## src/rtl/hexdisp_pkg.sv

```systemverilog
// Shared definitions for the hex status display: segment patterns, display codes,
// the fmode mantissa/exponent table and the controller state encoding.
package hexdisp_pkg;

  // Active-low patterns, bit order {g,f,e,d,c,b,a}
  localparam logic [6:0] SEG_0     = 7'b1000000;
  localparam logic [6:0] SEG_1     = 7'b1111001;
  localparam logic [6:0] SEG_2     = 7'b0100100;
  localparam logic [6:0] SEG_3     = 7'b0110000;
  localparam logic [6:0] SEG_4     = 7'b0011001;
  localparam logic [6:0] SEG_5     = 7'b0010010;
  localparam logic [6:0] SEG_6     = 7'b0000010;
  localparam logic [6:0] SEG_7     = 7'b1111000;
  localparam logic [6:0] SEG_8     = 7'b0000000;
  localparam logic [6:0] SEG_9     = 7'b0010000;
  localparam logic [6:0] SEG_E     = 7'b0000110;
  localparam logic [6:0] SEG_P     = 7'b0001100;
  localparam logic [6:0] SEG_DASH  = 7'b0111111;
  localparam logic [6:0] SEG_BLANK = 7'b1111111;
  localparam logic [6:0] SEG_ALL   = 7'b0000000;

  // Symbol codes fed to seg7_encode; 0..9 are the decimal digits themselves
  localparam logic [3:0] CODE_E     = 4'd10;
  localparam logic [3:0] CODE_P     = 4'd11;
  localparam logic [3:0] CODE_DASH  = 4'd12;
  localparam logic [3:0] CODE_BLANK = 4'd13;
  localparam logic [3:0] CODE_ALL   = 4'd14;

  typedef enum logic [1:0] {
    IDLE  = 2'd0,
    BLINK = 2'd1,
    LAMP  = 2'd2
  } state_t;

  // Sample rate as mantissa x 10^exponent, returned as {mantissa, exponent} codes
  function automatic logic [7:0] fmode_digits(input logic [2:0] f);
    logic [7:0] r;
    case (f)
      3'd0:    r = {4'd1, 4'd3};
      3'd1:    r = {4'd5, 4'd3};
      3'd2:    r = {4'd1, 4'd4};
      3'd3:    r = {4'd5, 4'd4};
      3'd4:    r = {4'd1, 4'd5};
      3'd5:    r = {4'd5, 4'd5};
      3'd6:    r = {4'd1, 4'd6};
      default: r = {4'd2, 4'd6};
    endcase
    return r;
  endfunction

endpackage

```

## src/rtl/seg7_encode.sv

```systemverilog
// Combinational digit/symbol code to active-low 7-segment pattern.
module seg7_encode
  import hexdisp_pkg::*;
(
  input  logic [3:0] code,
  output logic [6:0] seg
);

  always_comb begin
    seg = SEG_BLANK;
    case (code)
      4'd0:       seg = SEG_0;
      4'd1:       seg = SEG_1;
      4'd2:       seg = SEG_2;
      4'd3:       seg = SEG_3;
      4'd4:       seg = SEG_4;
      4'd5:       seg = SEG_5;
      4'd6:       seg = SEG_6;
      4'd7:       seg = SEG_7;
      4'd8:       seg = SEG_8;
      4'd9:       seg = SEG_9;
      CODE_E:     seg = SEG_E;
      CODE_P:     seg = SEG_P;
      CODE_DASH:  seg = SEG_DASH;
      CODE_BLANK: seg = SEG_BLANK;
      CODE_ALL:   seg = SEG_ALL;
      default:    seg = SEG_BLANK;
    endcase
  end

endmodule

```

## src/rtl/hex_status_display.sv

```systemverilog
// Registered sample-rate / PAM-mode display on HEX7..HEX0 with blink-on-change.
// Define HEXCTRL_LAMP_TEST_EN to add a post-reset lamp test (all segments lit).
//
// state | meaning
// IDLE  | decoded fields shown steadily
// BLINK | changed fields blank during OFF half-periods
// LAMP  | post-reset lamp test, every segment lit
module hex_status_display
  import hexdisp_pkg::*;
#(
  parameter int MMODE_W       = 3,
  parameter int HALF_PERIOD   = 12500000,
  parameter int BLINK_TOGGLES = 6,
  parameter int ACTIVE_LOW    = 1
) (
  input  logic               clk,
  input  logic               rst,
  input  logic [2:0]         fmode,
  input  logic [MMODE_W-1:0] mmode,
  output logic [6:0]         HEX7,
  output logic [6:0]         HEX6,
  output logic [6:0]         HEX5,
  output logic [6:0]         HEX4,
  output logic [6:0]         HEX3,
  output logic [6:0]         HEX2,
  output logic [6:0]         HEX1,
  output logic [6:0]         HEX0,
  output logic               blinking
);

  // Prescaler is sized for the lamp test (2 half-periods) so both builds share it
  localparam int PW = $clog2(2 * HALF_PERIOD + 1);
  localparam int TW = $clog2(BLINK_TOGGLES);
  localparam logic [PW-1:0] HP_LAST  = PW'(HALF_PERIOD - 1);
  localparam logic [TW-1:0] TOG_LAST = TW'(BLINK_TOGGLES - 1);
  localparam logic [6:0]    POL      = (ACTIVE_LOW != 0) ? 7'h00 : 7'h7F;
`ifdef HEXCTRL_LAMP_TEST_EN
  localparam logic [PW-1:0] LAMP_LAST = PW'(2 * HALF_PERIOD - 1);
  localparam state_t        RST_STATE = LAMP;
`else
  localparam state_t        RST_STATE = IDLE;
`endif

  state_t             state_q, state_d;
  logic [1:0]         mask_q, mask_d;      // {frequency, modulation}
  logic               phase_on_q, phase_on_d;
  logic [PW-1:0]      presc_q, presc_d;
  logic [TW-1:0]      tog_q, tog_d;
  logic [2:0]         fmode_q;
  logic [MMODE_W-1:0] mmode_q;
  logic               f_chg, m_chg;

  assign f_chg = (fmode != fmode_q);
  assign m_chg = (mmode != mmode_q);

  always_comb begin
    state_d    = state_q;
    mask_d     = mask_q;
    phase_on_d = phase_on_q;
    presc_d    = presc_q;
    tog_d      = tog_q;
    case (state_q)
      IDLE: begin
        if (f_chg || m_chg) begin
          state_d    = BLINK;
          mask_d     = {f_chg, m_chg};
          phase_on_d = 1'b1;
          presc_d    = '0;
          tog_d      = '0;
        end
      end
      BLINK: begin
        if (f_chg || m_chg) begin
          mask_d     = mask_q | {f_chg, m_chg};
          phase_on_d = 1'b1;
          presc_d    = '0;
          tog_d      = '0;
        end else if (presc_q == HP_LAST) begin
          presc_d    = '0;
          phase_on_d = ~phase_on_q;
          if (tog_q == TOG_LAST) begin
            // Even toggle count, so the episode always ends in the ON phase
            state_d    = IDLE;
            mask_d     = 2'b00;
            phase_on_d = 1'b1;
            tog_d      = '0;
          end else begin
            tog_d = tog_q + 1'b1;
          end
        end else begin
          presc_d = presc_q + 1'b1;
        end
      end
      LAMP: begin
`ifdef HEXCTRL_LAMP_TEST_EN
        if (presc_q == LAMP_LAST) begin
          state_d = IDLE;
          presc_d = '0;
        end else begin
          presc_d = presc_q + 1'b1;
        end
`else
        state_d = IDLE;
`endif
      end
      default: state_d = IDLE;
    endcase
  end

  logic [3:0]  code    [8];
  logic [6:0]  seg_raw [8];
  logic [7:0]  fdig;
  logic [31:0] mm_ext;
  logic        f_off, m_off;

  always_comb begin
    fdig   = fmode_digits(fmode_q);
    mm_ext = 32'(mmode_q);
    f_off  = (state_q == BLINK) && !phase_on_q && mask_q[1];
    m_off  = (state_q == BLINK) && !phase_on_q && mask_q[0];
    code[7] = CODE_BLANK;
    code[6] = fdig[7:4];
    code[5] = CODE_E;
    code[4] = fdig[3:0];
    code[3] = CODE_P;
    code[2] = CODE_DASH;
    case (mm_ext)
      32'd0:   begin code[1] = 4'd4; code[0] = CODE_BLANK; end
      32'd1:   begin code[1] = 4'd8; code[0] = CODE_BLANK; end
      32'd2:   begin code[1] = 4'd1; code[0] = 4'd6;       end
      32'd3:   begin code[1] = 4'd3; code[0] = 4'd2;       end
      32'd4:   begin code[1] = 4'd6; code[0] = 4'd4;       end
      default: begin code[1] = CODE_DASH; code[0] = CODE_DASH; end
    endcase
    if (state_q == LAMP) begin
      for (int i = 0; i < 8; i++) code[i] = CODE_ALL;
    end else begin
      if (f_off) for (int i = 4; i < 8; i++) code[i] = CODE_BLANK;
      if (m_off) for (int i = 0; i < 4; i++) code[i] = CODE_BLANK;
    end
  end

  for (genvar g = 0; g < 8; g++) begin : g_dig
    seg7_encode u_enc (
      .code (code[g]),
      .seg  (seg_raw[g])
    );
  end

  always_ff @(posedge clk) begin
    if (rst) begin
      state_q    <= RST_STATE;
      mask_q     <= 2'b00;
      phase_on_q <= 1'b1;
      presc_q    <= '0;
      tog_q      <= '0;
      fmode_q    <= fmode;
      mmode_q    <= mmode;
      HEX7       <= SEG_BLANK ^ POL;
      HEX6       <= SEG_BLANK ^ POL;
      HEX5       <= SEG_BLANK ^ POL;
      HEX4       <= SEG_BLANK ^ POL;
      HEX3       <= SEG_BLANK ^ POL;
      HEX2       <= SEG_BLANK ^ POL;
      HEX1       <= SEG_BLANK ^ POL;
      HEX0       <= SEG_BLANK ^ POL;
      blinking   <= 1'b0;
    end else begin
      state_q    <= state_d;
      mask_q     <= mask_d;
      phase_on_q <= phase_on_d;
      presc_q    <= presc_d;
      tog_q      <= tog_d;
      fmode_q    <= fmode;
      mmode_q    <= mmode;
      HEX7       <= seg_raw[7] ^ POL;
      HEX6       <= seg_raw[6] ^ POL;
      HEX5       <= seg_raw[5] ^ POL;
      HEX4       <= seg_raw[4] ^ POL;
      HEX3       <= seg_raw[3] ^ POL;
      HEX2       <= seg_raw[2] ^ POL;
      HEX1       <= seg_raw[1] ^ POL;
      HEX0       <= seg_raw[0] ^ POL;
      blinking   <= (state_q == BLINK);
    end
  end

endmodule
```

## config.mk

```make
export PLATFORM = sky130hd
export DESIGN_NAME = hex_status_display
export DESIGN_NICKNAME = d
export VERILOG_FILES = /design/src/rtl/hexdisp_pkg.sv /design/src/rtl/seg7_encode.sv /design/src/rtl/hex_status_display.sv
export SDC_FILE = /design/constraint.sdc
export NUM_CORES = 1
export LEC_CHECK = 0
export ABC_CLOCK_PERIOD_IN_PS = 2700
export BUFFER_PORTS_ARGS = -buffer_cell sky130_fd_sc_hd__buf_2
export CAP_MARGIN = 30
export CORE_MARGIN = 4
export CORE_UTILIZATION = 45
export CTS_BUF_LIST = sky130_fd_sc_hd__clkbuf_8
export DETAILED_ROUTE_END_ITERATION = 10
export GPL_TIMING_DRIVEN = 0
export PLACE_DENSITY = 0.65
export RECOVER_POWER = 25
export SETUP_SLACK_MARGIN = 0.15
export SKIP_CTS_REPAIR_TIMING = 1
export SLEW_MARGIN = 20
export SYNTH_ARGS = -nofsm -noshare
export SYNTH_HDL_FRONTEND = slang
export SYNTH_SLANG_ARGS = --single-unit
```

## constraint.sdc

```tcl
create_clock -name clk -period 2.7 [get_ports clk]
set_input_delay 0.81 -clock clk [delete_from_list [all_inputs] [get_ports clk]]
set_output_delay 0.81 -clock clk [all_outputs]
set_load 0.005 [all_outputs]
```

==> results of run 1 <==
[flip-flops by register name, summed over array words and instances, names as in the netlist]
register and cells:
HEX1 7, HEX3 3, fmode_q 3, state_q 1, HEX6 7, tog_q 3
phase_on_q 1, HEX4 7, HEX5 2, mmode_q 3, blinking 1, mask_q 2
HEX0 7, presc_q 25
[how the worst max path moves through the flow]
| stage | start | end | slack (ns) |
|---|---|---|---|
| after detailed placement | mmode[2] | presc_q[19]$_SDFFE_PP0P_ | -0.21 |
| after CTS | mmode[2] | presc_q[19]$_SDFFE_PP0P_ | 0.14 |
| after global routing | fmode[0] | presc_q[19]$_SDFFE_PP0P_ | 0.16 |
| final | mmode[2] | presc_q[20]$_SDFFE_PP0P_ | 0.33 |
| after floorplan | mmode[2] | presc_q[20]$_SDFFE_PP0P_ | 0.25 |
| after global placement | mmode[2] | presc_q[19]$_SDFFE_PP0P_ | -0.23 |
[critical path, cell delays in order]
cell and delay (ns):
clkbuf_1 0.09, xnor2_1 0.13, nand3_2 0.13, nor2_1 0.09
ha_1 0.22, nand3b_1 0.25, or3_4 0.43, nor3_2 0.21
xnor2_1 0.16, nor3_2 0.05
[logic make-up (layout without fill, tap and decap cells)]
| family | after synthesis | in the layout |
|---|---|---|
| AOI/OAI and AO/OA | 48 | 48 |
| xor gates and xnor gates | 28 | 28 |
| adders and majority gates | 23 | 23 |
| buffers and inverters | 49 | 116 |
| DFF | 72 | 72 |
| muxes | 4 | 4 |
| other | 1 | 15 |
| and+or+nand+nor | 156 | 156 |
[report_power, final]
part | internal, mW | total [mW] | switching [mW] | leakage [nW]
clock | 0.404 | 0.776 | 0.372 | 0.100
combinational | 0.108 | 0.240 | 0.132 | 1.11
sequential | 1.11 | 1.12 | 0.0178 | 0.594
[cell usage in the layout, fill, tap and decap left out, drive strengths merged, types with 5 or more instances in the layout]
cell	instances
inv	18
clkbuf	33
dfxtp	72
ha	23
nand4	8
xnor2	14
a21oi	8
buf	64
nor3	29
o21ai	16
and3	5
nand3	19
conb	15
nand2b	5
nor2	24
xor2	14
nand3b	5
nand2	35
[Yosys cell counts (2+ instances only)]
| cell type | n | share of area (%) |
|---|---|---|
| nor3_2 | 23 | 6.3 |
| a311o_1 | 2 | 0.55 |
| xor2_1 | 14 | 3.4 |
| dfxtp_1 | 72 | 40 |
| a21boi_0 | 3 | 0.62 |
| a21oi_1 | 6 | 0.83 |
| o21ai_0 | 15 | 2.1 |
| or3_1 | 3 | 0.52 |
| or2_2 | 3 | 0.52 |
| ha_1 | 23 | 7.9 |
| and3_1 | 5 | 0.86 |
| nor2b_1 | 2 | 0.34 |
| nor3b_1 | 4 | 0.83 |
| and4_1 | 2 | 0.48 |
| nand3b_1 | 5 | 1.0 |
| nand2_4 | 2 | 0.62 |
| xnor2_1 | 14 | 3.4 |
| o211ai_1 | 3 | 0.62 |
| nor2_1 | 24 | 2.5 |
| nand2_1 | 33 | 3.4 |
| clkbuf_1 | 8 | 0.83 |
| a21o_1 | 3 | 0.62 |
| buf_6 | 2 | 0.62 |
| o21bai_1 | 4 | 0.83 |
| buf_4 | 23 | 4.8 |
| and2_1 | 2 | 0.34 |
| nor3_1 | 5 | 0.69 |
| nand4_1 | 7 | 1.2 |
| inv_1 | 14 | 1.4 |
| mux2i_1 | 2 | 0.55 |
| buf_2 | 2 | 0.28 |
| nand3_1 | 19 | 2.6 |
| nor4b_2 | 2 | 0.83 |
| nand2b_1 | 5 | 0.86 |
[per-layer routing]
layer / routed length (µm) / vias up
li1: - / 1425
met1: 3430 / 1266
met2: 3140 / 54
met3: 341 / 11
met4: 119 / 0
met5: 0 / -
[layout make-up]
cell class,count,area (µm²)
Sequential cell,72,1440
Timing Repair Buffer,53,250
Multi-Input combinational cell,274,1990
Fill cell,725,3540
Clock buffer,9,124
Inverter,14,52.6
Tap cell,102,128
Clock inverter,5,45.0
Buffer,35,236
[through the flow]
step,power [mW],cells,TNS [ns],hold WS [ns]
after floorplan,1.31,395,0,0.458
after global placement,1.39,548,-2.10,0.474
after detailed placement,1.39,548,-2.05,0.482
after CTS,2.16,562,0,0.492
after global routing,2.25,564,0,0.526
final,2.14,564,0,0.492
==> metrics.md, run 1 <==
| Metric | Value |
|---|---|
| Outcome | completed |
| Static Leak | 1.80 nW |
| Achievable frequency | 423 MHz |
| Crit path capture type | register |
| Adder-cell area share of the yosys netlist | 7.92% |
| Gate Count Post-Synth | 381 |
| Share of synthesized registers carrying an async set or reset | 0% |
| Number of vias per cell | 4.89 |
| Number of storage elements in the synthesis netlist | 72 |
| Total count of max-transition violations in the final report | 0 |
| Main combinational cell family by area after synthesis | simple AND/OR/NAND/NOR gates |
| Total clock buffers created by CTS | 9 |
| Vias after detailed routing | 2756 |
| Final setup violation count | 0 |
| Number of warning messages in the yosys log | 0 |
| Startpoint-to-endpoint class of the critical path | primary input to register |
| Final Critical Period | 2.37 ns |
| Post-Synth XOR/XNOR Area | 6.75% |
| Effective utilization at floorplan | 46.5% |
| Wirelength per Cell | 12.5 µm |
| TritonCTS clock tree | built |
| Diodes inserted | 0 |
| Endpoint of the worst hold-timing path | presc_q[1]$_SDFFE_PP0P_ |
| Min-delay src | presc_q[1]$_SDFFE_PP0P_ |
| Quantity of I/O buffers inserted on ports | 51 |
| Hold-critical path depth | 2 |
| Total overflow reported by the global router | 0 |
| DIE WIDTH | 97.9 µm |
| Worst Tran Pin Value | 0.692 ns |
| Setup slack after placement | -0.212 ns |
| Number of different library cells in the post-synthesis netlist | 59 |
| Worst VDD drop | 234 µV |
| Critical Path Source Type | primary input |
| Mapped Avg Cell Area | 9.54 µm² |
| Total placed instance area | 0.00407 mm² |
| Crit share post-route | 87.6% |
| Area growth from synthesis to layout | 17.6% |
| Data arrival time of the critical path | 2.57 ns |
| Synth Flop Type | dfxtp_1 |
| Max_cap viols | 0 |
| Pin count of the biggest net entering global routing | 11 |
| Netlist area before placement | 0.00363 mm² |
| Number of hold violations in the final report | 0 |
| Data required time of the critical path | 2.91 ns |
| Top fanout value on the critical path | 4 |
| Portion of the post-synthesis area used by sequential elements | 39.7% |
| GR Layer Usage met1 | 20.4% |
| Post-DP HPWL | 5130 µm |
| R2r endpoint | presc_q[20]$_SDFFE_PP0P_ |
| Detailed-routing iteration count for the pre-antenna-repair pass | 4 |
| GR Util met3 | 4.50% |
| Slack of the worst reg-to-reg path | 0.39 ns |
| Sum of routed wire length over all layers | 7030 µm |
| Antenna violations before repair | 0 |
| Power density over the cells | 501 mW/mm² |
| Post-synth EDFFs | 0 |
| Length in cells of the worst reg-to-reg path | 8 |
| Type of the most critical hold path | register to register |
| Cell area after layout | 0.00427 mm² |
| Post-layout net count | 490 |
| GRT met2 Usage | 24.0% |
| Overall fraction of global-route tracks in use | 15.5% |
| Die Area | 0.00958 mm² |
| CTS HTree Levels | 3 |
| Antenna viol nets, final | 0 |
| Clk root buf | clkbuf_8 |
| Simple-gate area share of the yosys netlist | 27.1% |
| Post-Route Utilization | 54.7% |
| Layout cells sized above 1 | 26.0% |
| Clock input transition at the sequential cells of the worst setup and hold paths | 0.07 ns |
| Core region area | 0.00781 mm² |
| Source-to-sink clock delay at the later pin of the worst-skew pair | 0.35 ns |
| Std-Cell Rows | 32 |
| Chip height | 97.9 µm |
| RSZ-0062 raised after global routing | false |
| Maximum clock insertion buffer count | 2 |
| Crit Reg-Reg Startpoint | state_q[0]$_SDFFE_PP0P_ |
| Most used routing layer in global routing | met2 |
| Compound-gate portion of the synthesized area | 9.06% |
| Number of global-route vias before repair | 2740 |
| Post-Route Skew | 0.00788 ns |
| Mux contribution to synthesized area | 1.48% |
| Iteration-0 DRC Markers | 114 |
| # DRC | 0 |
| Sinks on Clock Net | 72 |
| Routability congestion estimate from global placement | 0.805 |
| Global-route wire length before repair | 12400 µm |
| Fin worst setup slack | 0.334 ns |
| Tightest slew margin relative to the limit | 53.9% |
| Ports placed on the boundary | 65 |
No activity file was read; power rests on OpenSTA's default activity.
==> inputs of run 2 (changes only) <==
CORE_MARGIN = unset   (was 4)
==> run 2 against run 1 <==
Effect of this change: non-clock buffer count is the same; die area is 12% lower; clock-buffer cell count up 1; global-route usage rose by 2.2 points; critical endpoint is now presc_q[16]$_SDFFE_PP0P_; largest cell class unchanged; highest routed layer unchanged.
==> metrics.md, run 2 (synthesized netlist as in run 1, its figures left out) <==
| Metric | Value |
|---|---|
| Static Leak | 1.82 nW |
| Pin count of the biggest net entering global routing | 13 |
| Placed instance count | 548 |
| Vias after detailed routing | 2757 |
| Startpoint-to-endpoint class of the critical path | primary input to register |
| Worst VDD drop | 367 µV |
| Data arrival time of the critical path | 2.59 ns |
| Power density over the cells | 554 mW/mm² |
| Number of flip-flops under the largest register name | 25 |
| Outcome | completed |
| Routability congestion estimate from global placement | 0.805 |
| Number of vias per cell | 4.87 |
| Max_cap viols | 0 |
| Post-layout net count | 490 |
| Chip height | 91.9 µm |
| Final setup violation count | 0 |
| Sum of routed wire length over all layers | 7020 µm |
| Achievable frequency | 422 MHz |
| Area growth from synthesis to layout | 19.3% |
| Global-route wire length before repair | 12000 µm |
| Std-Cell Rows | 32 |
| Core region area | 0.00777 mm² |
| Final Critical Period | 2.37 ns |
| Commonest non-fill, non-tap cells in the layout | 72 x dfxtp_1, 43 x buf_2, 33 x nand2_1 |
| Clk root buf | clkbuf_8 |
| Post-route insts no fill | 566 |
| Setup slack after placement | -0.230 ns |
| Effective utilization at floorplan | 46.8% |
| Tightest slew margin relative to the limit | 55.3% |
| Setup TNS after final layout | 0 ns |
| Maximum clock insertion buffer count | 2 |
| Source-to-sink clock delay at the later pin of the worst-skew pair | 0.35 ns |
| Number of hold violations in the final report | 0 |
| Delay of the slowest critical-path stage | 0.46 ns |
| # DRC | 0 |
| Layout cells sized above 1 | 27.6% |
| Clock input transition at the sequential cells of the worst setup and hold paths | 0.08 ns |
| Slowest library cell on the worst path | nor3_2 |
| Library cell appearing most often on the critical path | nor3_2 |
| Data required time of the critical path | 2.92 ns |
| Ports placed on the boundary | 65 |
| Total clock buffers created by CTS | 9 |
| RSZ-0062 raised after global routing | false |
| Count of buffering cells on the critical path with inverters included | 1 |
| Detailed-routing iteration count for the pre-antenna-repair pass | 4 |
| Worst Tran Pin Value | 0.671 ns |
| Wirelength per Cell | 12.4 µm |
| Top fanout value on the critical path | 6 |
| Register with the most flip-flops | presc_q |
| Post-Route Skew | 0.00607 ns |
| Antenna violations before repair | 0 |
| Die Area | 0.00844 mm² |
| Type of the most critical hold path | register to register |
| Total overflow reported by the global router | 0 |
| Most common library cell in the layout ignoring fill and taps | dfxtp_1 |
| Number of global-route vias before repair | 2663 |
| TritonCTS clock tree | built |
| Sinks on Clock Net | 72 |
| Total count of max-transition violations in the final report | 0 |
| CTS HTree Levels | 3 |
| Crit path capture type | register |
| Diodes inserted | 0 |
| Antenna viol nets, final | 0 |
| Fin worst setup slack | 0.330 ns |
| Quantity of I/O buffers inserted on ports | 51 |
| Cell type group with the largest total delay on the critical path | simple AND/OR/NAND/NOR gates |
| DIE WIDTH | 91.9 µm |
| Crit share post-route | 87.8% |
| Worst path cell trace | clkbuf_1, xnor2_1, nand3_2, nor2_1, ha_1, nand3b_1, nor3_2, nand4_1, xor2_1, nor3_2 |
| Overall fraction of global-route tracks in use | 17.7% |
| Post-DP HPWL | 4980 µm |
| Iteration-0 DRC Markers | 116 |
| Critical Path Source Type | primary input |
run 2: metrics by stage:
stage	hold slack, ns	power (mW)	instance area (µm²)	utilization, %
global route	0.527	2.51	4330	55.8
CTS	0.491	2.42	4310	55.5
finish	0.492	2.40	4330	55.8
floorplan	0.458	1.31	3690	-
global placement	0.473	1.39	4070	52.4
detailed placement	0.481	1.39	4070	52.4
run 2: final cells by class:
cell class                      count  area (µm²)
Fill cell                         729        3430
Multi-Input combinational cell    274        1970
Sequential cell                    72        1440
Timing Repair Buffer               53         258
Buffer                             35         236
Clock buffer                       10         138
Tap cell                          102         128
Clock inverter                      6         108
Inverter                           14        52.6
run 2: path summary, 6_finish.rpt:
check,startpoint,to,slack [ns],cells after the start
hold reg to reg,presc_q[1]$_SDFFE_PP0P_,presc_q[1]$_SDFFE_PP0P_,0.49,2
setup / recovery,fmode[2],presc_q[16]$_SDFFE_PP0P_,0.33,10
setup reg to reg,state_q[0]$_SDFFE_PP0P_,presc_q[16]$_SDFFE_PP0P_,0.36,8
hold / removal,presc_q[1]$_SDFFE_PP0P_,presc_q[1]$_SDFFE_PP0P_,0.49,2
run 2: routing by layer:
layer | share of wire (%) | GRT usage (%) | vias to the layer above
met1 | 48 | 22.5 | 1264
met2 | 46 | 28.7 | 58
met3 | 4.0 | 3.57 | 12
li1 | - | - | 1423
met5 | 0 | 0 | -
met4 | 2.1 | 8.59 | 0
run 2: power by group:
group / switching (mW) / leakage [nW] / internal, mW
clock network: 0.399 / 0.128 / 0.636
logic: 0.133 / 1.10 / 0.110
registers: 0.0183 / 0.594 / 1.11
run 2: worst min-delay path, stage by stage, from the launching register on:
cell,delay [ns]
dfxtp_1,0.33
nand2_1,0.07
a21oi_1,0.05
==> inputs of run 3 (changes only) <==
ABC_CLOCK_PERIOD_IN_PS = 2250   (was 2700)
clock period = 2.25 ns   (was 2.7 ns; I/O delays follow)
==> run 3 against run 2 <==
Effect of this change: cell area is 6.4% higher; final cell count is 1.1% higher; sequential share of layout area is 1.8 points lower; flip-flop and latch count stayed put; total power is 7.0% higher; critical endpoint is now presc_q[22]$_SDFFE_PP0P_; largest cell class unchanged.
==> metrics.md, run 3 (synthesized netlist as in run 1, its figures left out) <==
| Metric | Value |
|---|---|
| Wirelength per Cell | 12.4 µm |
| Number of vias per cell | 4.92 |
| Number of hold violations in the final report | 0 |
| Outcome | completed |
| Critical Path Source Type | primary input |
| CTS HTree Levels | 3 |
| Std-Cell Rows | 32 |
| CP Launch Point | fmode[1] |
| RSZ-0062 raised after global routing | true |
| Source-to-sink clock delay at the later pin of the worst-skew pair | 0.35 ns |
| Cell type group with the largest total delay on the critical path | simple AND/OR/NAND/NOR gates |
| Slack of the worst reg-to-reg path | 0.15 ns |
| Total clock buffers created by CTS | 9 |
| Commonest non-fill, non-tap cells in the layout | 66 x dfxtp_1, 45 x buf_2, 33 x nand2_1 |
| Clk root buf | clkbuf_8 |
| Final setup violation count | 0 |
| Post-DP HPWL | 5090 µm |
| Core region area | 0.00777 mm² |
| Global-route wire length before repair | 11500 µm |
| Diodes inserted | 0 |
| Post-Route Skew | 0.00787 ns |
| Register with the most flip-flops | presc_q |
| Antenna viol nets, final | 0 |
| # DRC | 0 |
| Die Area | 0.00844 mm² |
| Overall fraction of global-route tracks in use | 17.2% |
| Slowest library cell on the worst path | or3_4 |
| DIE WIDTH | 91.9 µm |
| Worst VDD drop | 435 µV |
| Detailed-routing iteration count for the pre-antenna-repair pass | 4 |
| Worst path cell trace | clkbuf_1, xnor2_4, nand3_4, nor2_4, ha_4, nand3b_1, or3_4, nor3_4, xnor2_2, nor3_2 |
| Data required time of the critical path | 2.45 ns |
| Vias after detailed routing | 2815 |
| Quantity of I/O buffers inserted on ports | 51 |
| Crit share post-route | 95.4% |
| Static Leak | 1.96 nW |
| Pin count of the biggest net entering global routing | 11 |
| Data arrival time of the critical path | 2.35 ns |
| TritonCTS clock tree | built |
| Most common library cell in the layout ignoring fill and taps | dfxtp_1 |
| Length in cells of the worst reg-to-reg path | 10 |
| Crit path capture type | register |
| Worst Tran Pin Value | 0.721 ns |
| Total overflow reported by the global router | 0 |
| Achievable frequency | 466 MHz |
| Min-delay src | fmode[2] |
| Setup TNS after final layout | 0 ns |
| Count of buffering cells on the critical path with inverters included | 1 |
| Maximum clock insertion buffer count | 2 |
| Area growth from synthesis to layout | 26.9% |
| Tightest slew margin relative to the limit | 51.9% |
| Layout cells sized above 1 | 35.1% |
| Max_cap viols | 0 |
| Hold-critical path depth | 1 |
| Post-layout net count | 499 |
| Sum of routed wire length over all layers | 7100 µm |
| Fin worst setup slack | 0.103 ns |
| Post-Route Utilization | 59.3% |
| Number of global-route vias before repair | 2514 |
| Clock input transition at the sequential cells of the worst setup and hold paths | 0.07 ns |
| Sinks on Clock Net | 72 |
| Setup slack after placement | -0.360 ns |
| Startpoint-to-endpoint class of the critical path | primary input to register |
| Endpoint of the worst hold-timing path | fmode_q[2]$_DFF_P_ |
| Ports placed on the boundary | 65 |
| Routability congestion estimate from global placement | 0.766 |
| Number of flip-flops under the largest register name | 25 |
| Power density over the cells | 558 mW/mm² |
| Effective utilization at floorplan | 46.8% |
| Chip height | 91.9 µm |
| Delay of the slowest critical-path stage | 0.45 ns |
| R2r endpoint | presc_q[22]$_SDFFE_PP0P_ |
| Total count of max-transition violations in the final report | 0 |
| Top fanout value on the critical path | 4 |
| Final Critical Period | 2.15 ns |
| Type of the most critical hold path | primary input to register |
| Antenna violations before repair | 0 |
| Iteration-0 DRC Markers | 107 |
| Crit Reg-Reg Startpoint | fmode_q[0]$_DFF_P_ |
[run 3: cell type report]
class,count,area [µm²]
Sequential cell,72,1450
Inverter,14,52.6
Multi-Input combinational cell,274,2160
Clock inverter,2,8.76
Fill cell,683,3160
Buffer,35,251
Clock buffer,11,151
Timing Repair Buffer,62,405
Tap cell,102,128
[run 3: layer usage]
layer / up-vias / track usage, % / wire length, µm / part of all wire (%)
li1: 1447 / - / - / -
met1: 1307 / 21.5 / 3240 / 46
met2: 51 / 28.2 / 3460 / 49
met3: 10 / 5.56 / 296 / 4.2
met4: 0 / 4.95 / 107 / 1.5
met5: - / 0 / 0 / 0
[run 3: worst max-delay path by stage]
stage / end / slack, ns / depth (start not counted)
6_report: presc_q[22]$_SDFFE_PP0P_ / 0.10 / 10
5_1_grt: presc_q[22]$_SDFFE_PP0P_ / 0.03 / 10
4_1_cts: presc_q[24]$_SDFFE_PP0P_ / -0.24 / 10
3_5_place_dp: presc_q[24]$_SDFFE_PP0P_ / -0.36 / 10
3_3_place_gp: presc_q[13]$_SDFFE_PP0P_ / -0.36 / 10
2_1_floorplan: presc_q[22]$_SDFFE_PP0P_ / 0.08 / 9
[run 3: power by group]
group          switching, mW  internal [mW]
clock network          0.437          0.436
registers             0.0264           1.33
logic                  0.171          0.171
[run 3: through the flow]
stage          hold slack, ns  cells  cell area [µm²]  power [mW]
2_1_floorplan           0.458    395             3820        1.59
3_3_place_gp            0.473    548             4200        1.69
3_5_place_dp            0.484    548             4200        1.69
4_1_cts                 0.447    561             4360        2.58
5_1_grt                 0.431    572             4610        2.70
6_report                0.453    572             4610        2.57
